[src/rtl/cbuf_dispatch_pkg.sv]
// -----------------------------------------------------------------------------
// cbuf_dispatch_pkg
//
// Shared definitions for the circular-buffer event dispatcher:
//   - state index constants and the one-hot state type
//   - bit positions / widths of the acquisition event word and of the
//     64-bit trigger-information record
//   - DUR_MAX, the saturation value of the readout duration counter
//   - pack_record(), the single place where the record layout is assembled
// -----------------------------------------------------------------------------
package cbuf_dispatch_pkg;

    // One-hot state bit indices (also the bit order of the 'state' port).
    localparam int ST_IDLE    = 0;
    localparam int ST_READOUT = 1;
    localparam int ST_EMIT    = 2;
    localparam int STATE_W    = 3;

    typedef enum logic [STATE_W-1:0] {
        S_IDLE    = 3'b001,
        S_READOUT = 3'b010,
        S_EMIT    = 3'b100
    } state_t;

    // Acquisition event word fields.
    localparam int EVT_W         = 32;
    localparam int EVT_TYPE_LSB  = 24;
    localparam int EVT_TYPE_W    = 5;
    localparam int EVT_NUM_LSB   = 0;
    localparam int EVT_NUM_W     = 24;

    // Trigger-information record fields.
    localparam int REC_W           = 64;
    localparam int REC_TIMEOUT_BIT = 63;
    localparam int REC_SEQ_GAP_BIT = 62;
    localparam int REC_MASK_LSB    = 57;
    localparam int REC_MASK_W      = 5;
    localparam int REC_TYPE_LSB    = 52;
    localparam int REC_TYPE_W      = 5;
    localparam int REC_NUM_LSB     = 28;
    localparam int REC_NUM_W       = 24;
    localparam int REC_DUR_LSB     = 0;
    localparam int REC_DUR_W       = 28;

    localparam logic [REC_DUR_W-1:0] DUR_MAX = 28'hFFF_FFFF;

    localparam int EVT_COUNT_W = 24;

    function automatic logic [REC_W-1:0] pack_record(
        input logic                  timed_out,
        input logic                  seq_gap,
        input logic [REC_MASK_W-1:0] mask,
        input logic [REC_TYPE_W-1:0] trig_type,
        input logic [REC_NUM_W-1:0]  trig_num,
        input logic [REC_DUR_W-1:0]  dur
    );
        logic [REC_W-1:0] rec;
        rec = '0;
        rec[REC_TIMEOUT_BIT]                        = timed_out;
        rec[REC_SEQ_GAP_BIT]                        = seq_gap;
        rec[REC_MASK_LSB +: REC_MASK_W]             = mask;
        rec[REC_TYPE_LSB +: REC_TYPE_W]             = trig_type;
        rec[REC_NUM_LSB  +: REC_NUM_W]              = trig_num;
        rec[REC_DUR_LSB  +: REC_DUR_W]              = dur;
        return rec;
    endfunction

endpackage

[src/rtl/event_seq_checker.sv]
// -----------------------------------------------------------------------------
// event_seq_checker
//
// Trigger-number continuity check. Remembers the trig_num of the last checked
// event and flags a gap when the next one is not previous + 1 (mod 2^24).
// The first event after reset or after 'clear' only arms the checker.
//
// Ports:
//   clk       in   clock
//   reset_n   in   asynchronous active-low reset (disarms the checker)
//   check     in   strobe: trig_num is a new event to be checked and stored
//   clear     in   disarm; the next checked event is not compared
//   trig_num  in   trigger number of the event being popped
//   gap       out  combinational: trig_num breaks the sequence (valid with check)
// -----------------------------------------------------------------------------
module event_seq_checker
    import cbuf_dispatch_pkg::*;
(
    input  logic                 clk,
    input  logic                 reset_n,
    input  logic                 check,
    input  logic                 clear,
    input  logic [REC_NUM_W-1:0] trig_num,
    output logic                 gap
);

    logic                 armed_reg;
    logic [REC_NUM_W-1:0] prev_num_reg;
    logic [REC_NUM_W-1:0] expected_num;

    // 24-bit add wraps naturally, so 0xFFFFFF -> 0x000000 is in sequence.
    assign expected_num = prev_num_reg + REC_NUM_W'(1);

    // A clear arriving together with an event makes that event the first
    // one of a fresh sequence, so it is not compared.
    assign gap = armed_reg && !clear && (trig_num != expected_num);

    always_ff @(posedge clk or negedge reset_n) begin
        if (!reset_n) begin
            armed_reg    <= 1'b0;
            prev_num_reg <= '0;
        end else if (check) begin
            armed_reg    <= 1'b1;
            prev_num_reg <= trig_num;
        end else if (clear) begin
            armed_reg    <= 1'b0;
        end
    end

endmodule

[src/rtl/cbuf_event_dispatcher.sv]
// -----------------------------------------------------------------------------
// cbuf_event_dispatcher
//
// Pops acquisition event words from a first-word-fall-through FIFO, requests
// readout from the enabled channel FPGAs, waits for all of them (or a
// timeout), then emits one 64-bit trigger-information record downstream.
// Keeps sticky timeout / sequence-gap flags and a count of delivered records.
//
// Build option:
//   SEQ_CHECK_EN  defined   -> trigger-number continuity check is built
//                 undefined -> record bit 62 and seq_err are constant 0
//
// Ports:
//   clk              in   40 MHz TTC clock
//   reset_n          in   asynchronous active-low reset
//   chan_en          in   [NCHAN]   channels to read out, sampled at pop
//   readout_timeout  in   [TIMEOUT_W] max READOUT cycles, 0 = no timeout
//   evt_valid        in   event FIFO not empty
//   evt_data         in   [32] {ignored[31:29], trig_type[28:24], trig_num[23:0]}
//   evt_ready        out  single-cycle pop strobe
//   rd_req           out  [NCHAN]   per-channel readout request (level)
//   rd_done          in   [NCHAN]   per-channel readout done (level)
//   info_valid       out  record valid
//   info_data        out  [64] {timed_out, seq_gap, mask[5], type[5], num[24], dur[28]}
//   info_ready       in   downstream accepts record
//   err_clear        in   clear sticky errors, re-arm sequence check
//   seq_err          out  sticky trigger-number gap
//   timeout_err      out  sticky readout timeout
//   evt_count        out  [24] records accepted downstream (wraps)
//   state            out  [3] one-hot {EMIT, READOUT, IDLE}
// -----------------------------------------------------------------------------
module cbuf_event_dispatcher
    import cbuf_dispatch_pkg::*;
#(
    parameter int NCHAN     = 5,
    parameter int TIMEOUT_W = 24
) (
    input  logic                   clk,
    input  logic                   reset_n,
    input  logic [NCHAN-1:0]       chan_en,
    input  logic [TIMEOUT_W-1:0]   readout_timeout,
    input  logic                   evt_valid,
    input  logic [EVT_W-1:0]       evt_data,
    output logic                   evt_ready,
    output logic [NCHAN-1:0]       rd_req,
    input  logic [NCHAN-1:0]       rd_done,
    output logic                   info_valid,
    output logic [REC_W-1:0]       info_data,
    input  logic                   info_ready,
    input  logic                   err_clear,
    output logic                   seq_err,
    output logic                   timeout_err,
    output logic [EVT_COUNT_W-1:0] evt_count,
    output logic [STATE_W-1:0]     state
);

    // Common width for comparing the duration counter with the timeout.
    localparam int CMP_W = (TIMEOUT_W > REC_DUR_W) ? TIMEOUT_W : REC_DUR_W;

    state_t                  state_reg;
    logic [NCHAN-1:0]        en_reg;
    logic [NCHAN-1:0]        rd_req_reg;
    logic [NCHAN-1:0]        mask_reg;
    logic [REC_TYPE_W-1:0]   type_reg;
    logic [REC_NUM_W-1:0]    num_reg;
    logic [REC_DUR_W-1:0]    dur_reg;
    logic                    timed_out_reg;
    logic                    seq_gap_reg;
    logic                    timeout_err_reg;
    logic [EVT_COUNT_W-1:0]  evt_count_reg;

    logic                    pop;
    logic                    seq_gap;
    logic [NCHAN-1:0]        chan_ok;
    logic                    all_done;
    logic                    tmo_hit;
    logic                    timeout_exit;
    logic [REC_DUR_W-1:0]    dur_next;
    logic [REC_MASK_W-1:0]   mask_field;
    logic                    unused_evt_bits;

    // Upper event-word bits carry no information for this block.
    assign unused_evt_bits = ^evt_data[EVT_W-1:EVT_TYPE_LSB+EVT_TYPE_W];

    // Pop only from IDLE; gated by reset_n so no word is consumed while the
    // state machine is held in reset.
    assign pop       = (state_reg == S_IDLE) && evt_valid && reset_n;
    assign evt_ready = pop;

    // A channel is satisfied when it is not enabled or reports done.
    genvar gi;
    generate
        for (gi = 0; gi < NCHAN; gi++) begin : g_chan_ok
            assign chan_ok[gi] = ~en_reg[gi] | rd_done[gi];
        end
    endgenerate
    assign all_done = &chan_ok;

    // dur counts completed READOUT cycles; in READOUT cycle n it holds n-1,
    // so matching timeout-1 exits after exactly 'readout_timeout' cycles.
    assign tmo_hit = (readout_timeout != '0) &&
                     (CMP_W'(dur_reg) == (CMP_W'(readout_timeout) - CMP_W'(1)));

    // Completion has priority over a timeout hit in the same cycle.
    assign timeout_exit = (state_reg == S_READOUT) && tmo_hit && !all_done;

    assign dur_next = (dur_reg == DUR_MAX) ? dur_reg : dur_reg + REC_DUR_W'(1);

    // The record mask field is fixed at 5 bits regardless of NCHAN.
    generate
        for (gi = 0; gi < REC_MASK_W; gi++) begin : g_mask_field
            if (gi < NCHAN) begin : g_used
                assign mask_field[gi] = mask_reg[gi];
            end else begin : g_pad
                assign mask_field[gi] = 1'b0;
            end
        end
    endgenerate

`ifdef SEQ_CHECK_EN
    logic seq_err_reg;

    event_seq_checker u_seq_checker (
        .clk      (clk),
        .reset_n  (reset_n),
        .check    (pop),
        .clear    (err_clear),
        .trig_num (evt_data[EVT_NUM_LSB +: EVT_NUM_W]),
        .gap      (seq_gap)
    );

    // A new gap in the same cycle as err_clear keeps the flag set.
    always_ff @(posedge clk or negedge reset_n) begin
        if (!reset_n) begin
            seq_err_reg <= 1'b0;
        end else begin
            seq_err_reg <= (seq_err_reg & ~err_clear) | (pop & seq_gap);
        end
    end

    assign seq_err = seq_err_reg;
`else
    assign seq_gap = 1'b0;
    assign seq_err = 1'b0;
`endif

    always_ff @(posedge clk or negedge reset_n) begin
        if (!reset_n) begin
            timeout_err_reg <= 1'b0;
        end else begin
            timeout_err_reg <= (timeout_err_reg & ~err_clear) | timeout_exit;
        end
    end

    // Main control FSM; every output-facing field is a flop.
    always_ff @(posedge clk or negedge reset_n) begin
        if (!reset_n) begin
            state_reg     <= S_IDLE;
            en_reg        <= '0;
            rd_req_reg    <= '0;
            mask_reg      <= '0;
            type_reg      <= '0;
            num_reg       <= '0;
            dur_reg       <= '0;
            timed_out_reg <= 1'b0;
            seq_gap_reg   <= 1'b0;
            evt_count_reg <= '0;
        end else begin
            case (state_reg)
                S_IDLE: begin
                    if (pop) begin
                        type_reg      <= evt_data[EVT_TYPE_LSB +: EVT_TYPE_W];
                        num_reg       <= evt_data[EVT_NUM_LSB +: EVT_NUM_W];
                        en_reg        <= chan_en;
                        dur_reg       <= '0;
                        mask_reg      <= '0;
                        timed_out_reg <= 1'b0;
                        seq_gap_reg   <= seq_gap;
                        if (chan_en == '0) begin
                            // Nothing to read out: go straight to EMIT.
                            state_reg  <= S_EMIT;
                        end else begin
                            rd_req_reg <= chan_en;
                            state_reg  <= S_READOUT;
                        end
                    end
                end

                S_READOUT: begin
                    dur_reg <= dur_next;
                    if (all_done || tmo_hit) begin
                        mask_reg      <= rd_done & en_reg;
                        timed_out_reg <= !all_done;
                        rd_req_reg    <= '0;
                        state_reg     <= S_EMIT;
                    end
                end

                S_EMIT: begin
                    if (info_ready) begin
                        evt_count_reg <= evt_count_reg + EVT_COUNT_W'(1);
                        state_reg     <= S_IDLE;
                    end
                end

                default: begin
                    rd_req_reg <= '0;
                    state_reg  <= S_IDLE;
                end
            endcase
        end
    end

    assign rd_req      = rd_req_reg;
    assign info_valid  = (state_reg == S_EMIT);
    // Built purely from registers that are frozen in EMIT, so the record is
    // stable for as long as the downstream stalls.
    assign info_data   = pack_record(timed_out_reg, seq_gap_reg, mask_field,
                                     type_reg, num_reg, dur_reg);
    assign timeout_err = timeout_err_reg;
    assign evt_count   = evt_count_reg;
    assign state       = state_reg;

endmodule

[config.mk]
export PLATFORM = sky130hd
export DESIGN_NAME = cbuf_event_dispatcher
export DESIGN_NICKNAME = d
export VERILOG_FILES = /design/src/rtl/cbuf_dispatch_pkg.sv /design/src/rtl/event_seq_checker.sv /design/src/rtl/cbuf_event_dispatcher.sv
export SDC_FILE = /design/constraint.sdc
export NUM_CORES = 1
export LEC_CHECK = 0
export CAP_MARGIN = 10
export CORE_MARGIN = 5
export CORE_UTILIZATION = 51
export DETAILED_ROUTE_END_ITERATION = 10
export GPL_ROUTABILITY_DRIVEN = 1
export PLACE_DENSITY_LB_ADDON = 0.2
export SLEW_MARGIN = 25
export SYNTH_ARGS = -nofsm -noshare
export SYNTH_HDL_FRONTEND = slang
export SYNTH_SLANG_ARGS = --single-unit
[constraint.sdc]
create_clock -name clk -period 5.5 [get_ports clk]
set_input_delay 0.55 -clock clk [delete_from_list [all_inputs] [get_ports clk]]
set_output_delay 0.55 -clock clk [all_outputs]
set_load 0.05 [all_outputs]
======== Yosys cells after proc, flatten, opt, wreduce, memory -nomap -nowiden ========
Cells that the tools add are included.
operators by class
  add/subtract/negate cells ............... 3
  eq/ne operators ......................... 10
  muxes and demuxes ....................... 18
  bitwise logic cells ..................... 15
  reductions and logical operators ........ 17
operators by type and width
  cell                                                                     number
  28-bit two-way mux                                                       2
  28-bit case mux with 2 select lines                                      1
  28-bit by 1-bit adder with 28-bit output, second input constant          1
  28-bit equality test                                                     1
  28-bit equality test, second input constant                              1
  5-bit two-way mux                                                        5
  24-bit by 1-bit subtractor with 25-bit output, second input constant     1
  24-bit by 1-bit adder with 24-bit output, second input constant          1
  24-bit nonzero test                                                      1
  5-bit case mux with 3 select lines                                       1
  3-bit two-way mux                                                        4
  5-bit case mux with 2 select lines                                       1
  3-bit case mux with 3 select lines                                       1
  3-bit AND reduction                                                      3
  1-bit NOT                                                                7
  2-bit inequality test, second input constant                             3
  1-bit OR                                                                 6
  5-bit AND                                                                1
  1-bit logical AND                                                        5
  5-bit logical NOT                                                        1
  5-bit AND reduction                                                      1
  2-bit by 1-bit inequality test with 1-bit output, second input constant  2
  2-bit AND reduction                                                      2
  4-bit AND reduction                                                      1
  9 further kinds                                                          10
storage, ports and cells
  register bits after elaboration ......... 101
  input bits .............................. 71
  output and inout bits ................... 100
  word-level logic and storage cells ...... 73

======== Depth between registers and ports, before layout ========
Gate-level depths: netlist of the first run.
  depth in word-level cells ............... 6
  mapped depth ............................ 10
  mapped depth without buffers ............ 10

======== Worst setup path after synthesis of the first run ========
Ideal clock, no wire load.
  path kind ............................... input -> register
  start ................................... in readout_timeout[4]
  end ..................................... reg rd_req_reg[0], in the netlist rd_req[0]
  setup time .............................. 0.122 ns
  arrival time ............................ 3.315 ns
  data required time ...................... 5.378 ns
  path slack .............................. 2.064 ns
  stages on the path ...................... 9
  path buffers ............................ 1
  cells stage by stage .................... buf_6 -> or4_4 -> or4_4 -> nor4b_2 -> o31a_1 -> o211ai_1 -> or3_4 -> or4_4 -> a32o_1
between the ends
  cells in the longest elaborated chain, start to end .. 6
  elaborated cells between the ends (all ways) .. 7
  those cells by class .................... add/sub (1); eq/ne (2); reduce/logical (4)
ends and longest elaborated chain
  item                                                                   line                          source
  from (decl)                                                            cbuf_event_dispatcher.sv:41   input logic [TIMEOUT_W-1:0] readout_timeout,
  24-bit by 1-bit subtractor with 25-bit output                          cbuf_event_dispatcher.sv:102  (CMP_W'(dur_reg) == (CMP_W'(readout_timeout) - CMP_W'(1)));
  28-bit equality test                                                   cbuf_event_dispatcher.sv:102
  1-bit logical AND (*)                                                  cbuf_event_dispatcher.sv:101  assign tmo_hit = (readout_timeout != '0) &&
  1-bit logical OR (*)                                                   cbuf_event_dispatcher.sv:191  if (all_done || tmo_hit) begin
  2-bit by 1-bit inequality test with 1-bit output (no source line) (*)  n/a
  4-bit AND reduction (no source line) (*)                               n/a
  to (signal assigned)                                                   cbuf_event_dispatcher.sv:183  rd_req_reg <= chan_en;
  to (decl)                                                              cbuf_event_dispatcher.sv:62   logic [NCHAN-1:0] rd_req_reg;
Every way passes the cells marked *; elsewhere a longest branch is shown, timed or not.
A chain may end at the register's enable or synchronous reset.

======== Final worst setup path of the first run ========
  start ................................... in readout_timeout[0]
  end ..................................... reg mask_reg[4], in the netlist mask_field[4]
between the ends
  cells in the longest elaborated chain, start to end .. 6
  elaborated cells between the ends (all ways) .. 7
  those cells by class .................... add/sub (1); eq/ne (2); reduce/logical (4)
ends and longest elaborated chain
  item                                                                   line                          source
  24-bit by 1-bit subtractor with 25-bit output                          cbuf_event_dispatcher.sv:102
  28-bit equality test                                                   cbuf_event_dispatcher.sv:102
  1-bit logical AND (*)                                                  cbuf_event_dispatcher.sv:101
  1-bit logical OR (*)                                                   cbuf_event_dispatcher.sv:191
  2-bit by 1-bit inequality test with 1-bit output (no source line) (*)  n/a
  3-bit AND reduction (no source line) (*)                               n/a
  to (signal assigned)                                                   cbuf_event_dispatcher.sv:192  mask_reg <= rd_done & en_reg;
  to (decl)                                                              cbuf_event_dispatcher.sv:63   logic [NCHAN-1:0] mask_reg;
Marked as above.

==> results of run 1 <==
cell usage in the layout (no fill, tap or decap), types with 4 or more instances in the layout:
cell / netlist / layout
nand2_1: 37 / 37
or4_4: 4 / 4
a21oi_1: 12 / 12
xor2_1: 29 / 29
ha_1: 4 / 4
and4_1: 8 / 8
xnor2_1: 38 / 38
nor4_1: 6 / 6
o211ai_1: 4 / 4
inv_1: 12 / 12
nor2_1: 48 / 47
and2_1: 8 / 8
mux2_2: 34 / 34
and3_1: 16 / 16
nand3_1: 23 / 23
dfrtp_1: 100 / 100
o21ai_0: 18 / 18
or3_1: 11 / 11
clkdlybuf4s50_1: 0 / 164
nor3_1: 12 / 12
nand4_1: 14 / 14
clkbuf_8: 0 / 11
buf_4: 3 / 5
a32o_1: 10 / 10
nand2b_1: 9 / 9
routing by layer:
metal | share of wire | vias up | wire length, µm
met5 | 0 | - | 0
met1 | 0.40 | 2261 | 5760
met3 | 0.095 | 14 | 1360
met2 | 0.49 | 150 | 7020
met4 | 0.013 | 0 | 193
li1 | - | 2216 | -
logic make-up (layout without fill, tap and decap cells):
logic type | count (synthesis) | count (layout) | synth area share
adder cells (fa/ha/maj) | 4 | 4 | 0.00922
other | 1 | 2 | 0.000691
flip-flops | 101 | 101 | 0.466
multiplexers | 35 | 35 | 0.0724
buffers and inverters | 32 | 197 | 0.0258
AO/OA/AOI/OAI | 68 | 68 | 0.0904
AND/OR/NAND/NOR | 221 | 221 | 0.228
XOR/XNOR | 67 | 67 | 0.108
per-stage QoR:
stage / power, mW / setup slack [ns] / util / cells / area [µm²]
floorplan: 1.37 / 2.06 / - / 530 / 5430
global placement: 1.65 / 1.30 / 0.694 / 815 / 7190
detailed placement: 1.67 / 1.18 / 0.694 / 815 / 7190
CTS: 2.12 / 1.56 / 0.712 / 831 / 7380
global route: 2.20 / 1.16 / 0.712 / 831 / 7380
finish: 2.10 / 1.54 / 0.712 / 831 / 7380
power by group through the flow:
stage / Clock (mW) / Combinational, mW / Sequential, mW
final: 0.446 / 0.758 / 0.900
after global routing: 0.487 / 0.799 / 0.915
after CTS: 0.456 / 0.766 / 0.901
after detailed placement: 0 / 0.760 / 0.913
after global placement: 0 / 0.749 / 0.906
after floorplan: 0 / 0.169 / 1.20
worst min path at each step:
stage	cells past startpoint	startpoint	slack [ns]	end
2_1_floorplan	0	reset_n	0.25	dur_reg[0]
3_3_place_gp	1	evt_count[23]	0.46	evt_count[23]
3_5_place_dp	1	evt_count[23]	0.48	evt_count[23]
4_1_cts	1	reset_n	0.15	type_reg[0]
5_1_grt	1	reset_n	0.17	num_reg[5]
6_report	1	reset_n	0.15	type_reg[0]
layout make-up:
type                    instances  share of cell area
clock buffers                  12              0.0210
clock inverters                 4             0.00441
inverters                      12             0.00610
multi-input cells             397               0.375
flip-flops and latches        101               0.343
well taps                     136              0.0231
repair buffers                169               0.227
==> results.yml, run 1 <==
clock_network:
  cts_resized: 0
  clock_latency_ns: 0.36
  holdBufCountCts: 0
  cts-root-buf: "clkbuf_8"
  clk_pin_slew_ns: 0.09
  cts.path.max_buffers: 2
  cts_inserted_buffers: 9
  htreeDepth: 3
  post-cts-setup-buffers: 0
  cts_tree: "built"
  cts.sinks: 101
pwr:
  peakVddDrop_mv: 0.271
  swShare: 0.375
  leakagePower_nw: 3.01
  p_comb_frac: 0.360
  power_frac_clock: 0.212
  p_int_mw: 1.32
  p_sw_mw: 0.788
  p_seq_frac: 0.428
  powerDensity_mw_per_mm2: 285
logic_synthesis:
  synth_commonest_cells: "100 x dfrtp_1, 48 x nor2_1, 38 x xnor2_1"
  yosys_warnings: 0
  synth.avg_cell_area_um2: 10.3
  synthArstFlopShare: 1.00
  synth.most_common_cell: "dfrtp_1"
  synth_top_cell_area_share: 0.461
  synth-edff-count: 0
  netlist_area_mm2: 0.00543
  synth_area_leaders: "dfrtp_1 46%, mux2_2 7.1%, xnor2_1 6.1%, xor2_1 4.7%, nor2_1 3.3%"
  yosys_register_bits: 101
  synth_top_cell_by_area: "dfrtp_1"
  syn_inst: 529
  yosysUniqueCellTypes: 59
  ys_seq_area_frac: 0.466
  synth_flop_cell: "dfrtp_1"
cells_and_area:
  layout-drive-gt1-share: 0.101
  finalNetCount: 765
  largest_reg_flops: 28
  fill_cells: 796
  n_antenna_cell: 0
  seqCellArea_mm2: 0.00253
  multi_input_area_mm2: 0.00277
  area_growth_pct: 36.0
floorplanning:
  die_w_um: 113
  die_area_mm2: 0.0128
  start_util: 0.523
  io_pins: 171
  rows: 37
  core_area_mm2: 0.0104
  die_h_um: 113
critical_path:
  cp.arrival_ns: 4.20
  r2r_start: "dur_reg[19]"
  crit_cells: 11
  path_cells: "clkdlybuf4s50_1 -> inv_1 -> ha_1 -> nor3b_1 -> nand2_1 -> or3_1 -> a2111oi_0 -> o22ai_1 -> nor4_1 -> o21ai_0 -> a32o_1"
  reg2reg_depth: 8
  cp_max_fo: 8
  cp.required_ns: 5.75
  path_buf_inv: 2
  startpoint_type: "input pin"
  worstSetupEndpointType: "flip-flop"
  startpoint: "readout_timeout[0]"
  critPathKind: "input pin to flip-flop"
  r2r-end: "rd_req[2]"
  cp_slowest_cell: "a2111oi_0"
  r2r_setup_slack_ns: 2.60
  slowest_delay_ns: 0.55
  path_delay_family: "compound AO/OA/AOI/OAI gates"
  crit_path_end: "mask_field[4]"
global_routing:
  first_global_vias: 4757
  grt_pass1_wl_um: 23500
  met2_usage: 0.387
  met3_usage: 0.0872
  grt-busiest-layer: "met2"
  grtUsageTotal: 0.226
  use_met1: 0.265
  overflow: 0
  grt_max_degree: 68
  antenna_found_initial: 0
hold_path:
  hold_class: "input pin to asynchronous set/reset pin"
sta:
  hold_viol_final: 0
  fin_crit_ns: 3.96
  grt_setup_unrepaired: "false"
  slew_violations: 0
  tns_ns: 0
  worst_slew_pin_slew_ns: 0.801
  fin_crit_sh: 0.719
  setup_viol: 0
  slew_headroom: 0.466
  worst_clock_skew_ns: 0.0128
  fmax_ghz: 0.253
  worst_hold_slack_ns: 0.151
routing:
  vias: 4641
  via_per_inst: 5.58
  drt-initial-drc-count: 225
  drc: 0
  firstDrtPassIters: 5
  wirelength_um: 14300
  wire_per_inst_um: 17.3
  postRouteAntennaNets: 0
place:
  gp_congestion: 0.871
  hpwlAfterDp_um: 10800
  io_buffers: 165
run_status:
  status: "completed"
flow_run:
  maxCapViolations: 0
(Power assumes the default switching activity.)
==> run 2, diff against run 1 <==
- CORE_UTILIZATION: 51 -> 43
- clock period: 5.5 -> 3.43 ns (I/O delays scaled with it)
==> results.yml, run 2 (same netlist as run 1, synthesis figures left out) <==
critical_path:
  cp_max_fo: 5
  reg2reg_depth: 8
  crit_cells: 10
  path_cells: "dlymetal6s2s_1 -> buf_4 -> or4_4 -> or4_4 -> nor4b_4 -> o31a_1 -> o211ai_1 -> or3_4 -> or4_4 -> a32o_1"
  path_delay_family: "simple AND/OR/NAND/NOR gates"
  cp_slowest_cell: "or4_4"
  r2r_setup_slack_ns: 0.43
  r2r_start: "dur_reg[19]"
  slowest_delay_ns: 0.59
  startpoint_type: "input pin"
  cp.arrival_ns: 3.55
  path_buf_inv: 2
  critPathKind: "input pin to flip-flop"
  cp_common_cell: "or4_4"
  worstSetupEndpointType: "flip-flop"
  r2r-end: "rd_req[2]"
  cp.required_ns: 3.67
floorplanning:
  die_w_um: 122
  start_util: 0.434
  core_area_mm2: 0.0125
  die_area_mm2: 0.0150
  io_pins: 171
  die_h_um: 122
  rows: 41
pwr:
  leakagePower_nw: 3.50
  powerDensity_mw_per_mm2: 462
  peakVddDrop_mv: 0.440
sta:
  fmax_ghz: 0.302
  layout_setup_ws_ns: 0.117
  fin_crit_sh: 0.966
  grt_setup_unrepaired: "false"
  slew_violations: 0
  hold_viol_final: 0
  worst_slew_pin_slew_ns: 0.679
  setup_viol: 0
  fin_crit_ns: 3.31
  tns_ns: 0
  worst_hold_slack_ns: 0.131
  slew_headroom: 0.547
  worst_clock_skew_ns: 0.0104
place:
  post_dp_cell_area_mm2: 0.00769
  pre_cts_slack_ns: -0.478
  io_buffers: 165
  gp_congestion: 0.868
  hpwlAfterDp_um: 11900
hold_path:
  hold_class: "input pin to asynchronous set/reset pin"
cells_and_area:
  layout-drive-gt1-share: 0.188
  finalNetCount: 825
  largest_reg_flops: 28
  area_growth_pct: 50.0
  layout_common_cells: "151 x clkdlybuf4s50_1, 100 x dfrtp_1, 63 x buf_4"
  final_core_util: 0.651
  fin_area_mm2: 0.00814
  final_common_cell: "clkdlybuf4s50_1"
  n_antenna_cell: 0
clock_network:
  cts_inserted_buffers: 9
  clock_latency_ns: 0.34
  cts-root-buf: "clkbuf_16"
  cts.sinks: 101
  cts_tree: "built"
  htreeDepth: 3
  cts.path.max_buffers: 2
  clk_pin_slew_ns: 0.08
routing:
  drt-initial-drc-count: 235
  wire_per_inst_um: 16.8
  firstDrtPassIters: 4
  postRouteAntennaNets: 0
  via_per_inst: 5.31
  drc: 0
  wirelength_um: 15500
  vias: 4922
run_status:
  status: "completed"
global_routing:
  first_global_vias: 5273
  grt_pass1_wl_um: 25500
  grtUsageTotal: 0.211
  overflow: 0
  antenna_found_initial: 0
  grt_max_degree: 54
flow_run:
  maxCapViolations: 0
run 2: layout make-up:
| type | instances | area [µm²] |
|---|---|---|
| fill | 1048 | 4370 |
| multi-input combinational | 397 | 2860 |
| sequential | 101 | 2530 |
| timing repair buffer | 229 | 2190 |
| clock buffer | 9 | 225 |
| tap | 172 | 215 |
| clock inverter | 7 | 80.1 |
| inverter | 12 | 45.0 |
run 2: power by group:
part           switching [mW]  internal (mW)  leakage (nW)
clock network           0.475          0.575         0.143
registers               0.101           1.34          1.33
logic                   0.768          0.500          2.03
run 2: repair_timing:
| item | in CTS | in global routing |
|---|---|---|
| hold buffers | 0 | 0 |
| pin swaps | 0 | 21 |
| setup buffers | 0 | 3 |
| gates resized for setup | 6 | 25 |
| setup endpoints to repair | 10 | 12 |
run 2: layer usage:
| metal | routed length (µm) | vias to the layer above | global-route usage |
|---|---|---|---|
| li1 | - | 2337 | - |
| met1 | 6540 | 2405 | 0.260 |
| met2 | 7600 | 168 | 0.352 |
| met3 | 1260 | 12 | 0.0700 |
| met4 | 145 | 0 | 0.0658 |
| met5 | 0 | - | 0 |
run 2: metrics by stage:
stage	instances	power (mW)
final	927	3.76
after global routing	927	3.94
after CTS	924	3.79
after detailed placement	908	2.73
after global placement	908	2.71
after floorplan	530	2.20
run 2: worst max path at each step:
stage / startpoint / to / slack, ns
2_1_floorplan: readout_timeout[4] / rd_req[0] / 0.20
6_report: readout_timeout[1] / rd_req[2] / 0.12
4_1_cts: readout_timeout[0] / rd_req[2] / 0.006
3_3_place_gp: readout_timeout[0] / mask_field[0] / -0.51
3_5_place_dp: readout_timeout[0] / mask_field[0] / -0.48
5_1_grt: readout_timeout[12] / rd_req[1] / 0.008
==> RTL change 1 (settings of run 1) <==
Set the package constant `DUR_MAX` to 28'h7FFFFFF (it was 28'hFFF_FFFF).
--- a/src/rtl/cbuf_dispatch_pkg.sv
+++ b/src/rtl/cbuf_dispatch_pkg.sv
@@ -44,3 +44,3 @@
 
-    localparam logic [REC_DUR_W-1:0] DUR_MAX = 28'hFFF_FFFF;
+    localparam logic [REC_DUR_W-1:0] DUR_MAX = 28'h7FFFFFF;
 
Formal check against the unedited RTL: no difference found for any inputs over 10 cycles, from zero or initial values and one cycle with reset_n low; that may be too few to reach the edited logic, so the function may still have changed.
==> RTL change 1 against run 1 <==
  * Sequential power up 14%
  * Clock skew increased by 3.5 ps
  * Sequential cell count did not move
  * Worst hold slack lost 41 ps
  * Power increased by 32%
  * Final area grew 0.17%
  * Routed wire length fell by 0.87%
  * Sequential share of layout area decreased by 0.058 points
  * Clock power barely moved
  * Synthesized cell count is 0.76% lower
  * Synthesized area rose by 0.41%
  * First-iteration DRC count increased by 78%
  * Setup slack gained 430 ps
  * Critical path type unchanged
  * Largest power group is now combinational cells
==> RTL change 1: results (changes against run 1) <==
- Non-clk bufs: 167 (-1.2%)
- Vias in the first global route: 4734 (-0.48%)
- Nets: 760 (-0.65%)
- Clock Skew: 16.3 ps (+3.51 ps)
- DR WL/cell: 17.2 microns (-0.27%)
- First-pass GRT wire length: 23300 microns (-0.99%)
- Post-synthesis mux area share: 0.0739 (+0.00154)
- GRT Overall Usage: 0.223 (-0.00299)
- Yosys cell types: 68 (+15%)
- DR WL met2: 6910 microns (-1.6%)
- Seq/Total Area, Yosys: 0.464 (-0.00193)
- Clock Network Area Fraction: 0.0250 (-0.000381)
- Largest cells by area after synthesis: dfrtp_1, xnor2_1, mux2_2, xor2_1, nor2_1
- Global routing met3 resource utilization: 0.0716 (-0.0155)
- Fraction of area in multi-input gates: 0.375 (about the same)
- Starting DRC count in detailed routing: 401 (+78%)
- Fraction of area in registers: 0.342 (-0.000580)
- Met2 usage: 0.365 (-0.0229)
- Xor/xnor cell area share of the yosys netlist: 0.117 (+0.00920)
- Share of cells above drive strength 1: 0.109 (+0.00798)
- 1st-pass router iterations: 4 (-1)
- Cells after synthesis: 525 (-0.76%)
- Non-clock buffer share: 0.225 (-0.00242)
- Wire length on met3: 1190 microns (-13%)
- CP top delay family: simple AND/OR/NAND/NOR gates
- LEAKAGE: 2.99 nW (-0.68%)
- Post-Synth Adder-Cell Area: 0.00918 (-0.0000381)
- Outcome: finished, final reports clean
- Inverters, non-clock: 19 (+7)
- CP max stage cell: clkdlybuf4s50_1
- Post-Place Cells: 810 (-0.61%)
- CP max FO: 16 (+8)
- Most frequent cells after synthesis: dfrtp_1, nor2_1, xnor2_1
- Dpl hpwl: 10700 microns (-0.86%)
- #MultiIn Comb: 387 (-2.5%)
- Total Wirelength: 14200 microns (-0.87%)
RTL change 1: through the flow:
stage	instance area (sq um)	total power [mW]	hold slack (ps)
2_1_floorplan	5450	1.87	254
3_3_place_gp	7200	2.32	462
3_5_place_dp	7200	2.35	467
4_1_cts	7390	2.81	108
5_1_grt	7390	2.92	133
6_report	7390	2.78	110
RTL change 1: power by group through the flow:
stage	logic, mW	clock network, mW	registers, mW
after detailed placement	1.31	0	1.04
after global placement	1.29	0	1.03
after CTS	1.32	0.461	1.03
final	1.31	0.446	1.03
after floorplan	0.320	0	1.55
after global routing	1.37	0.495	1.05
RTL change 1: path summary, 6_finish.rpt:
check,from,to,slack (ps)
min in group clk,evt_count[23],evt_count[23],470
hold / removal,reset_n,num_reg[11],110
setup / recovery,readout_timeout[10],mask_field[3],1970
hold reg to reg,evt_count[23],evt_count[23],470
max in group asynchronous,reset_n,evt_count[17],4140
setup reg to reg,dur_reg[7],dur_reg[25],2720
==> RTL change 2 (settings of run 1) <==
Made on the original files. Register the output `evt_count` once more, with the module's reset; this adds one clock of latency there. The other outputs are not delayed to match.
--- a/src/rtl/cbuf_event_dispatcher.sv
+++ b/src/rtl/cbuf_event_dispatcher.sv
@@ -220,3 +220,9 @@
     assign timeout_err = timeout_err_reg;
-    assign evt_count   = evt_count_reg;
+    always_ff @(posedge clk or negedge reset_n) begin
+        if (!reset_n) begin
+            evt_count <= '0;
+        end else begin
+            evt_count <= evt_count_reg;
+        end
+    end
     assign state       = state_reg;
Behaviour: not the same (Yosys sat finds a counterexample within 4 cycles, from zero or initial values and one cycle with reset_n low).
==> RTL change 2 against run 1 <==
  * Sequential share of layout area is 3.5 points higher
  * Synthesized area is 9.2% higher
  * Maximum frequency is 14% higher
  * Setup slack better by 470 ps
  * Combinational power is 53% higher
  * Global-route usage is 0.11 points higher
  * Sequential cell count is 24 higher
  * Final cell count is 11% higher
  * Worst hold slack better by 55 ps
  * Routed wire length is 7.3% higher
  * Power is 67% higher
  * Final area is 12% higher
  * Critical path type unchanged
  * Largest cell class is now sequential cells
  * Largest power group unchanged
==> RTL change 2: results (changes against run 1) <==
- Outcome: finished, final reports clean
- Fill count: 854 (+7.3%)
- IO buf count: 165 (unchanged)
- Post-CTS Repair Setup Buffers: 0 (unchanged)
- CP max FO: 6 (-2)
- Share of cells above drive strength 1: 0.0694 (-0.0313)
- HP Class: in -> async
- Starting DRC count in detailed routing: 244 (+8.4%)
- Clk_lat worst skew: 410 ps (+50 ps)
- Dpl hpwl: 11200 microns (+3.7%)
- Slew margin rel.: 0.469 (+0.00365)
- Yosys cell types: 62 (+5.1%)
- DR WL/cell: 16.7 microns (-3.2%)
- Num CTS Buffers: 17 (+8)
- Critical Path AT: 3770 ps (-430 ps)
- ANT cells: 0 (unchanged)
- Initial antenna violation count: 0 (unchanged)
- Cell Area, Placed: 0.00767 sq mm (+6.7%)
- 1st-pass router iterations: 4 (-1)
- Max Buffers Root-to-Sink: 2 (unchanged)
- Most frequent cells after synthesis: dfrtp_1, nand2_1, nor2_1
- GRT Overall Usage: 0.227 (+0.00113)
- CP max stage cell: clkdlybuf4s50_1
- Post-Place Worst Slack: 1660 ps (+477 ps)
- Nets: 840 (+9.8%)
- CTS clk-pin slew, worst paths: 60 ps (-30 ps)
- Clock Skew: 10.6 ps (-2.18 ps)
- Vias per cell: 5.34 (-4.4%)
- Peak supply drop: 0.525 mV (+94%)
- Vias in the first global route: 5164 (+8.6%)
- Largest cells by area after synthesis: dfrtp_1, nand2_1, xnor2_1, xor2_1, nor2_1
- Seq/Total Area, Yosys: 0.528 (+0.0619)
- Ys async rst share: 1.00 (unchanged)
- Sw power: 1.29 mW (+64%)
- Root buffer cell: clkbuf_16
- CP max stage delay: 510 ps (-40 ps)
- Pin count of the biggest net entering global routing: 69 (+1.5%)
- Warnings, synthesis: 0 (unchanged)
- First-pass GRT wire length: 25700 microns (+9.1%)
- LEAKAGE: 3.68 nW (+22%)
- CP top delay family: simple AND/OR/NAND/NOR gates
- Resized cells post-CTS: 0 (unchanged)
- Gpl congestion: 0.895 (+2.8%)
- Max reg flops: 48 (+71%)
- CTS H-Tree Depth: 4 (+1)
-- RTL change 2: cell count changes after synthesis, moves of 4 or more --
cell and change:
mux2_2 -32, nand2_1 +86, nand2b_1 -5, a32o_1 -10, a22o_1 +10, xnor2_1 +10, a21oi_1 -5, xor2_1 +4
o21ai_0 -5, or3_1 -7, dfrtp_1 +24
-- RTL change 2: power groups by stage --
stage / registers, mW / clock network, mW / logic (mW)
3_3_place_gp: 1.19 / 0 / 1.15
3_5_place_dp: 1.20 / 0 / 1.16
6_report: 1.19 / 1.16 / 1.16
4_1_cts: 1.19 / 1.18 / 1.17
2_1_floorplan: 1.66 / 0 / 0.262
5_1_grt: 1.22 / 1.23 / 1.24
-- RTL change 2: cell type report --
type	count	area, sq um	share of cell area
Tap cell	143	179	0.0216
Timing Repair Buffer	168	1670	0.201
Sequential cell	125	3130	0.377
Inverter	15	56.3	0.00679
Multi-Input combinational cell	438	2640	0.318
Clock inverter	14	194	0.0234
Clock buffer	18	429	0.0517
-- RTL change 2: final timing paths --
path,from,endpoint,slack (ps),cells after the start
worst min register to register,evt_count_reg[12],evt_count[12],380,0
worst max register to register,state[0],dur_reg[26],2680,9
max in group asynchronous,reset_n,dur_reg[11],3970,2
worst min-delay path,reset_n,evt_count[20],210,1
worst max-delay path,readout_timeout[0],mask_field[1],2010,11
min in group clk,evt_count_reg[12],evt_count[12],380,0
-- RTL change 2: cells by family after synthesis --
logic type | after synthesis | share of synthesized area
AO/OA/AOI/OAI | 54 | 0.0631
XOR/XNOR | 81 | 0.120
adder cells (fa/ha/maj) | 4 | 0.00844
buffers and inverters | 39 | 0.0281
flip-flops | 125 | 0.528
multiplexers | 3 | 0.00549
other | 1 | 0.000632
AND/OR/NAND/NOR | 294 | 0.247
-- RTL change 2: worst register-to-register path: cells and delay by family (launching register included) --
kind / cells / cell delay [ps]
AND/OR/NAND/NOR: 4 / 780
buffers and inverters: 2 / 620
flip-flops: 1 / 590
AO/OA/AOI/OAI: 2 / 480
XOR/XNOR: 1 / 210
-- RTL change 2: metrics by stage --
stage,instances,total power [mW],hold WS (ps),util
after CTS,921,3.54,227,0.727
after global placement,889,2.34,362,0.672
after global routing,921,3.68,262,0.727
after floorplan,602,1.92,254,-
after detailed placement,889,2.37,378,0.672
final,921,3.51,206,0.727
-- RTL change 2: metal layers --
metal	vias to the layer above	part of all wire	GRT usage
li1	2369	-	-
met5	-	0	0
met3	20	0.075	0.0870
met1	2377	0.41	0.268
met2	149	0.50	0.379
met4	0	0.017	0.0810
